$ cat src/rtl/fmul_rr_sched_if.sv
// Signal bundle for fmul_rr_sched: requester operands, response port and multiplier link.
interface fmul_rr_sched_if #(
   parameter int unsigned EXPO_W = 8,
   parameter int unsigned MANT_W = 23,
   parameter int unsigned NREQ   = 4
);
   localparam int unsigned W   = 1 + EXPO_W + MANT_W;
   localparam int unsigned IDW = $clog2(NREQ);

   logic [NREQ-1:0]   req_valid;
   logic [NREQ-1:0]   req_ready;
   logic [NREQ*W-1:0] req_a;
   logic [NREQ*W-1:0] req_b;
   logic [NREQ*2-1:0] req_rnd;
   logic              resp_valid;
   logic              resp_ready;
   logic [IDW-1:0]    resp_id;
   logic [W-1:0]      resp_res;
   logic [4:0]        resp_status;
   logic [W-1:0]      mul_a;
   logic [W-1:0]      mul_b;
   logic [1:0]        mul_rnd;
   logic [W-1:0]      mul_res;
   logic [4:0]        mul_status;
   logic              busy;

   // Environment side: requesters, response consumer and the shared multiplier.
   modport master (
      output req_valid, req_a, req_b, req_rnd, resp_ready, mul_res, mul_status,
      input  req_ready, resp_valid, resp_id, resp_res, resp_status, mul_a, mul_b, mul_rnd, busy
   );

   // Scheduler side.
   modport slave (
      input  req_valid, req_a, req_b, req_rnd, resp_ready, mul_res, mul_status,
      output req_ready, resp_valid, resp_id, resp_res, resp_status, mul_a, mul_b, mul_rnd, busy
   );
endinterface

$ cat src/rtl/fmul_rr_sched.sv
// Round-robin scheduler sharing one pipelined FP multiplier among NREQ requesters.
// Issued ops are tracked by a tag pipe; results land in a response FIFO whose space is
// reserved up front by a credit counter, because the multiplier cannot be stalled.
module fmul_rr_sched #(
   parameter int unsigned EXPO_W = 8,
   parameter int unsigned MANT_W = 23,
   parameter int unsigned NREQ   = 4,
   parameter int unsigned LAT    = 3,
   parameter int unsigned FIFO_D = 8
) (
   input logic            clk,
   input logic            rst,
   fmul_rr_sched_if.slave bus
);
   localparam int unsigned W   = 1 + EXPO_W + MANT_W;
   localparam int unsigned IDW = $clog2(NREQ);
   localparam int unsigned CW  = $clog2(FIFO_D + 1);
   localparam int unsigned PW  = $clog2(FIFO_D);
   localparam int unsigned EW  = IDW + W + 5;

   logic [IDW-1:0]  rr_ptr_q, rr_ptr_d;
   logic [CW-1:0]   cnt_q, cnt_d;
   logic [CW-1:0]   occ_q, occ_d;
   logic [PW-1:0]   wr_ptr_q, wr_ptr_d;
   logic [PW-1:0]   rd_ptr_q, rd_ptr_d;
   logic [EW-1:0]   fifo_mem_q [FIFO_D];
   logic [EW-1:0]   fifo_mem_d [FIFO_D];
   logic [W-1:0]    mul_a_q, mul_a_d;
   logic [W-1:0]    mul_b_q, mul_b_d;
   logic [1:0]      mul_rnd_q, mul_rnd_d;
   // Stage LAT lines up with mul_res for the op issued LAT+1 edges earlier.
   logic [LAT:0]    tag_vld_q, tag_vld_d;
   logic [IDW-1:0]  tag_id_q [LAT+1];
   logic [IDW-1:0]  tag_id_d [LAT+1];

   logic [NREQ-1:0] req_ready;
   logic [IDW-1:0]  grant_id;
   logic [IDW-1:0]  cand;
   logic            found;
   logic            can_issue;
   logic            issue;
   logic            push;
   logic            pop;
   logic            resp_valid;
   logic [EW-1:0]   head;

   function automatic logic [PW-1:0] ptr_inc(input logic [PW-1:0] p);
      return (p == PW'(FIFO_D - 1)) ? '0 : p + 1'b1;
   endfunction

   // Round-robin search starting just after the last granted requester.
   always_comb begin
      grant_id  = '0;
      found     = 1'b0;
      cand      = '0;
      can_issue = (cnt_q < CW'(FIFO_D));
      for (int unsigned k = 1; k <= NREQ; k++) begin
         cand = IDW'((32'(rr_ptr_q) + k) % NREQ);
         if (!found && bus.req_valid[cand]) begin
            found    = 1'b1;
            grant_id = cand;
         end
      end
      issue     = found && can_issue && !rst;
      req_ready = '0;
      if (issue) req_ready[grant_id] = 1'b1;
   end

   // Next-state: operand registers, tag pipe, credit count and FIFO bookkeeping.
   always_comb begin
      resp_valid = (occ_q != '0) && !rst;
      head       = fifo_mem_q[rd_ptr_q];
      push       = tag_vld_q[LAT];
      pop        = resp_valid && bus.resp_ready;

      rr_ptr_d  = issue ? grant_id : rr_ptr_q;
      mul_a_d   = issue ? bus.req_a[grant_id*W +: W] : mul_a_q;
      mul_b_d   = issue ? bus.req_b[grant_id*W +: W] : mul_b_q;
      mul_rnd_d = issue ? bus.req_rnd[grant_id*2 +: 2] : mul_rnd_q;

      tag_vld_d   = {tag_vld_q[LAT-1:0], issue};
      tag_id_d[0] = grant_id;
      for (int unsigned k = 1; k <= LAT; k++) tag_id_d[k] = tag_id_q[k-1];

      cnt_d = cnt_q;
      if (issue && !pop) cnt_d = cnt_q + 1'b1;
      else if (!issue && pop) cnt_d = cnt_q - 1'b1;

      occ_d = occ_q;
      if (push && !pop) occ_d = occ_q + 1'b1;
      else if (!push && pop) occ_d = occ_q - 1'b1;

      wr_ptr_d   = push ? ptr_inc(wr_ptr_q) : wr_ptr_q;
      rd_ptr_d   = pop ? ptr_inc(rd_ptr_q) : rd_ptr_q;
      fifo_mem_d = fifo_mem_q;
      if (push) fifo_mem_d[wr_ptr_q] = {tag_id_q[LAT], bus.mul_res, bus.mul_status};
   end

   // Control state with synchronous reset; rr_ptr resets so requester 0 wins first.
   always_ff @(posedge clk) begin
      if (rst) begin
         rr_ptr_q  <= IDW'(NREQ - 1);
         cnt_q     <= '0;
         occ_q     <= '0;
         wr_ptr_q  <= '0;
         rd_ptr_q  <= '0;
         mul_a_q   <= '0;
         mul_b_q   <= '0;
         mul_rnd_q <= '0;
         tag_vld_q <= '0;
         for (int unsigned k = 0; k <= LAT; k++) tag_id_q[k] <= '0;
      end else begin
         rr_ptr_q  <= rr_ptr_d;
         cnt_q     <= cnt_d;
         occ_q     <= occ_d;
         wr_ptr_q  <= wr_ptr_d;
         rd_ptr_q  <= rd_ptr_d;
         mul_a_q   <= mul_a_d;
         mul_b_q   <= mul_b_d;
         mul_rnd_q <= mul_rnd_d;
         tag_vld_q <= tag_vld_d;
         tag_id_q  <= tag_id_d;
      end
   end

   // FIFO storage needs no reset; validity is carried by the occupancy count.
   always_ff @(posedge clk) begin
      fifo_mem_q <= fifo_mem_d;
   end

   // Drive the interface outputs.
   always_comb begin
      bus.req_ready   = req_ready;
      bus.resp_valid  = resp_valid;
      bus.resp_id     = head[EW-1 -: IDW];
      bus.resp_res    = head[5 +: W];
      bus.resp_status = head[4:0];
      bus.mul_a       = mul_a_q;
      bus.mul_b       = mul_b_q;
      bus.mul_rnd     = mul_rnd_q;
      bus.busy        = (cnt_q != '0) && !rst;
   end
endmodule

$ cat src/flat_wrapper.sv
// flat-port wrapper written by rule: the top's interface ports become plain ports
module fmul_rr_sched_flat 
#(
   parameter int unsigned EXPO_W = 8,
   parameter int unsigned MANT_W = 23,
   parameter int unsigned NREQ   = 4,
   parameter int unsigned LAT    = 3,
   parameter int unsigned FIFO_D = 8
)
  (clk, rst, bus_req_valid, bus_req_a, bus_req_b, bus_req_rnd, bus_resp_ready, bus_mul_res, bus_mul_status, bus_req_ready, bus_resp_valid, bus_resp_id, bus_resp_res, bus_resp_status, bus_mul_a, bus_mul_b, bus_mul_rnd, bus_busy);
  fmul_rr_sched_if #(.EXPO_W(EXPO_W), .MANT_W(MANT_W), .NREQ(NREQ)) bus_i ();
  input logic clk;
  input logic rst;
  input wire logic [$bits(bus_i.req_valid)-1:0] bus_req_valid;
  input wire logic [$bits(bus_i.req_a)-1:0] bus_req_a;
  input wire logic [$bits(bus_i.req_b)-1:0] bus_req_b;
  input wire logic [$bits(bus_i.req_rnd)-1:0] bus_req_rnd;
  input wire logic [$bits(bus_i.resp_ready)-1:0] bus_resp_ready;
  input wire logic [$bits(bus_i.mul_res)-1:0] bus_mul_res;
  input wire logic [$bits(bus_i.mul_status)-1:0] bus_mul_status;
  output wire logic [$bits(bus_i.req_ready)-1:0] bus_req_ready;
  output wire logic [$bits(bus_i.resp_valid)-1:0] bus_resp_valid;
  output wire logic [$bits(bus_i.resp_id)-1:0] bus_resp_id;
  output wire logic [$bits(bus_i.resp_res)-1:0] bus_resp_res;
  output wire logic [$bits(bus_i.resp_status)-1:0] bus_resp_status;
  output wire logic [$bits(bus_i.mul_a)-1:0] bus_mul_a;
  output wire logic [$bits(bus_i.mul_b)-1:0] bus_mul_b;
  output wire logic [$bits(bus_i.mul_rnd)-1:0] bus_mul_rnd;
  output wire logic [$bits(bus_i.busy)-1:0] bus_busy;
  assign bus_i.req_valid = bus_req_valid;
  assign bus_i.req_a = bus_req_a;
  assign bus_i.req_b = bus_req_b;
  assign bus_i.req_rnd = bus_req_rnd;
  assign bus_i.resp_ready = bus_resp_ready;
  assign bus_i.mul_res = bus_mul_res;
  assign bus_i.mul_status = bus_mul_status;
  assign bus_req_ready = bus_i.req_ready;
  assign bus_resp_valid = bus_i.resp_valid;
  assign bus_resp_id = bus_i.resp_id;
  assign bus_resp_res = bus_i.resp_res;
  assign bus_resp_status = bus_i.resp_status;
  assign bus_mul_a = bus_i.mul_a;
  assign bus_mul_b = bus_i.mul_b;
  assign bus_mul_rnd = bus_i.mul_rnd;
  assign bus_busy = bus_i.busy;
  fmul_rr_sched #(.EXPO_W(EXPO_W), .MANT_W(MANT_W), .NREQ(NREQ), .LAT(LAT), .FIFO_D(FIFO_D)) u_core (.clk(clk), .rst(rst), .bus(bus_i));
endmodule
$ cat config.mk
export PLATFORM = sky130hd
export DESIGN_NAME = fmul_rr_sched_flat
export DESIGN_NICKNAME = d
export VERILOG_FILES = /design/src/rtl/fmul_rr_sched_if.sv /design/src/rtl/fmul_rr_sched.sv /design/src/flat_wrapper.sv
export SDC_FILE = /design/constraint.sdc
export NUM_CORES = 1
export LEC_CHECK = 0
export CORE_MARGIN = 4
export CORE_UTILIZATION = 44
export DETAILED_ROUTE_END_ITERATION = 7
export GPL_TIMING_DRIVEN = 1
export PLACE_DENSITY_LB_ADDON = 0.05
export RECOVER_POWER = 25
export SLEW_MARGIN = 0
export SYNTH_ARGS = -nofsm -noshare
export SYNTH_HDL_FRONTEND = slang
export SYNTH_SLANG_ARGS = --single-unit
$ cat constraint.sdc
create_clock -name clk -period 4.85 [get_ports clk]
set_input_delay 0.485 -clock clk [delete_from_list [all_inputs] [get_ports clk]]
set_output_delay 0.485 -clock clk [all_outputs]
set_load 0.02 [all_outputs]
==> results.py <==
metrics = {
    "power_and_ir_drop": {
        "p_clk_share_pct": 30.3,
        "switchingPower_mw": 3.045,
        "combPwrFrac_pct": 29.3,
        "p_int_mw": 7.235,
        "power_density_nw_per_um2": 431.7,
        "seqPwrFrac_pct": 40.4,
        "power_mw": 10.28,
        "vdd_drop_max_uv": 268.2,
        "netSwitchingFraction_pct": 29.62,
        "leakagePower_nw": 8.197,
    },
    "timing": {
        "grt_setup_unrepaired": "false",
        "slew_viol_final": 0,
        "setup_viol": 0,
        "max_slew_margin_pct": 23.29,
        "hold_viol": 0,
        "fmax_mhz": 278.5,
        "period_share_pct": 74.05,
        "timing.setup.tns_ns": 0,
        "fin_skew_ns": 0.01590,
        "worst_pin_slew_ns": 1.148,
        "period_needed_ns": 3.591,
    },
    "grt": {
        "antenna_found_initial": 13,
        "grt_max_degree": 87,
        "grt_util_met2_pct": 38.01,
        "grt_use_met3_pct": 5.795,
        "met1_usage_pct": 28.66,
        "grt_overflow": 0,
        "grt_pass1_vias": 12226,
        "grtUsageTotal_pct": 22.72,
        "top_usage_layer": "met2",
        "grt_pass1_wl_mm": 76.02,
    },
    "clock_tree": {
        "clk_path_buf_depth": 3,
        "cts_htree_levels": 2,
        "post-cts-setup-buffers": 0,
        "clkTransAtPathRegs_ns": 0.06,
        "clk_latency_ns": 0.55,
        "clock-sinks": 406,
        "cts_tree": "done",
        "postCtsHoldBufs": 0,
        "cts_buffers": 42,
        "ctsRootBufferMaster": "clkbuf_16",
        "ctsResizeCount": 0,
    },
    "final_layout": {
        "final-seq-area_sq_um": 11260,
        "nFillCells": 3133,
        "area_growth_pct": 33.75,
        "drive_gt1_share_pct": 15.04,
        "multi_input_area_sq_um": 5869,
        "fin_nets": 1909,
    },
    "floorplan": {
        "num_rows": 73,
        "ios": 419,
        "fp.dieH_um": 209.2,
        "die-area_sq_um": 43750,
        "core_sq_um": 39910,
        "initial_core_util_pct": 44.61,
        "die_w_um": 209.2,
    },
    "logic_synthesis": {
        "synth.cell_area_sq_um": 17810,
        "syn_avg_cell_area_sq_um": 14.86,
        "ys_ff_latch": 406,
        "synth-seq-area-share_pct": 63.19,
        "synthDistinctLibCells": 46,
        "syn_nets": 1518,
        "synth_warnings": 0,
        "syn_inst": 1198,
    },
    "setup_path": {
        "cp_cell_sequence": "buf_4, mux4_2, mux2_2, clkdlybuf4s50_1",
        "path_class": "reg -> out",
        "startpoint_type": "flop",
        "critical_path_depth": 4,
        "crit_fanout": 64,
        "arrival_ns": 3.11,
        "endpoint_kind": "primary output",
        "reg2regPathDepth": 11,
        "timing.critical_path.max_delay_family": "flip-flops",
        "cp_num_buf_inv": 2,
        "cpPeakStageDelay_ns": 0.95,
        "worstPathRequired_ns": 4.37,
        "crit_slowest_cell": "dfxtp_4",
    },
    "placement": {
        "place_congestion": 0.8914,
        "numPortBuffers": 418,
        "hpwl_mm": 34.30,
    },
    "min_path": {
        "hp-class": "reg -> reg",
        "whs_path_depth": 1,
    },
    "drt": {
        "via_per_inst": 5.445,
        "drc_errors": 0,
        "routed-via-count": 11744,
        "wire_per_inst_um": 23.56,
        "routed_wl_mm": 50.82,
        "antenna_left": 0,
        "drt_pass1_iterations": 5,
        "initialDrtViolationCount": 724,
    },
    "flow_run": {
        "drv_cap": 0,
    },
    "outcome": {
        "outcome": "finished, final reports clean",
    },
}
## per-stage QoR
| stage | instance area, sq um | hold slack (ns) | instances | setup WS [ns] | utilization (%) |
|---|---|---|---|---|---|
| CTS | 23790 | 0.4408 | 2147 | 1.220 | 59.60 |
| finish | 23820 | 0.4375 | 2157 | 1.259 | 59.67 |
| global route | 23820 | 0.4642 | 2157 | 1.140 | 59.67 |
| detailed placement | 22460 | 0.4264 | 2070 | 1.570 | 56.27 |
| floorplan | 17810 | 0.4138 | 1198 | 1.013 | - |
| global placement | 22460 | 0.4252 | 2070 | 1.599 | 56.27 |
## state kept, by name, summed over array words and instances (netlist names)
name and count:
u_core.bus.mul_a 32, u_core.bus.mul_b 32, u_core.bus.mul_rnd 2, u_core.cnt_q 4
u_core.fifo_mem_q 312, u_core.occ_q 4, u_core.rd_ptr_q 3, u_core.rr_ptr_q 2
u_core.tag_id_d 6, u_core.tag_id_q 2, u_core.tag_vld_q 4, u_core.wr_ptr_q 3
## area by class of cell
type                            instances  area share (%)
Clock inverter                         25           1.014
Tap cell                              525           2.758
Clock buffer                           52           4.571
Inverter                               72           1.135
Timing Repair Buffer                  444           18.49
Sequential cell                       406           47.28
Antenna cell                           10          0.1051
Multi-Input combinational cell        623           24.65
## cell usage in the layout, fill, tap and decap left out, drive strengths merged
master	n
a21o	3
a21oi	10
a22oi	1
a31oi	66
and2	1
and3	1
and4	66
buf	26
bufinv	3
clkbuf	52
clkdlybuf4s50	392
clkinv	17
clkinvlp	3
dfxtp	94
diode	10
dlygate4sd3	26
edfxtp	312
fa	2
ha	10
inv	74
mux2	39
mux2i	71
mux4	78
nand2	72
nand2b	5
nand3	2
nand3b	2
nand4b	1
nor2	27
nor2b	12
nor3	4
nor4	3
o211ai	67
o21ai	70
o31ai	1
or3	3
xnor2	4
xor2	2
## worst paths after layout
check        slack [ns]                       startpoint                             end
max reg2reg        2.25     u_core.occ_q[0]$_SDFFE_PP0P_    u_core.occ_q[3]$_SDFFE_PP0P_
min reg2reg        0.44   u_core.tag_vld_q[1]$_SDFF_PP0_  u_core.tag_vld_q[2]$_SDFF_PP0_
max                1.26  u_core.rd_ptr_q[1]$_SDFFE_PP0P_                bus_resp_res[12]
min                0.44   u_core.tag_vld_q[1]$_SDFF_PP0_  u_core.tag_vld_q[2]$_SDFF_PP0_
## per-layer routing
metal | wire length (um) | vias to the layer above
li1 | - | 5476
met1 | 20120 | 5806
met2 | 25440 | 375
met3 | 3531 | 87
met4 | 1732 | 0
met5 | 0 | -
## cell usage after synthesis, drive strengths merged
cell	count	share of area, %
nor2	27	0.58
inv	72	1.5
a21o	3	0.13
o211ai	67	3.4
clkbuf	42	0.89
o31ai	1	0.042
dfxtp	94	11
nand2b	5	0.18
o21ai	70	2.1
nor2b	12	0.46
nand2	72	1.5
nand3	2	0.13
a31oi	66	2.3
fa	2	0.22
buf	55	1.9
and4	66	3.2
nand4b	1	0.049
mux4	78	9.9
mux2i	71	4.0
and3	1	0.035
xnor2	4	0.20
edfxtp	312	53
ha	10	0.70
and2	1	0.035
or3	3	0.13
mux2	39	2.5
nor4	3	0.11
xor2	2	0.098
a21oi	10	0.30
nand3b	2	0.084
a22oi	1	0.042
nor3	4	0.11
## power groups by stage
stage	clock, mW	sequential [mW]	combinational [mW]
after floorplan	0	4.40	1.63
after global placement	0	4.21	3.04
after detailed placement	0	4.21	3.05
after CTS	3.19	4.15	3.06
after global routing	3.35	4.18	3.25
final	3.12	4.15	3.02
## worst register-to-register path, cell delays in order (launching register included)
cell	delay, ns
dfxtp_1	0.36
nor4_1	0.32
nor2_1	0.14
nand2_1	0.22
ha_1	0.22
inv_1	0.09
ha_1	0.28
a21o_1	0.18
a21oi_1	0.17
xnor2_1	0.09
or3_1	0.31
a21oi_1	0.14
## cell families (layout without fill, tap and decap cells)
group                      Yosys count  after routing  synth area share [%]
DFF                                406            406                 63.19
other                                0             10                     0
and+or+nand+nor                    199            199                 6.683
AOI/OAI and AO/OA                  218            218                 8.271
xor gates and xnor gates             6              6                0.2951
buffers and inverters              169            593                 4.314
muxes                              188            188                 16.32
adders and majority gates           12             12                0.9276
Power figures use the tool's default switching activity.
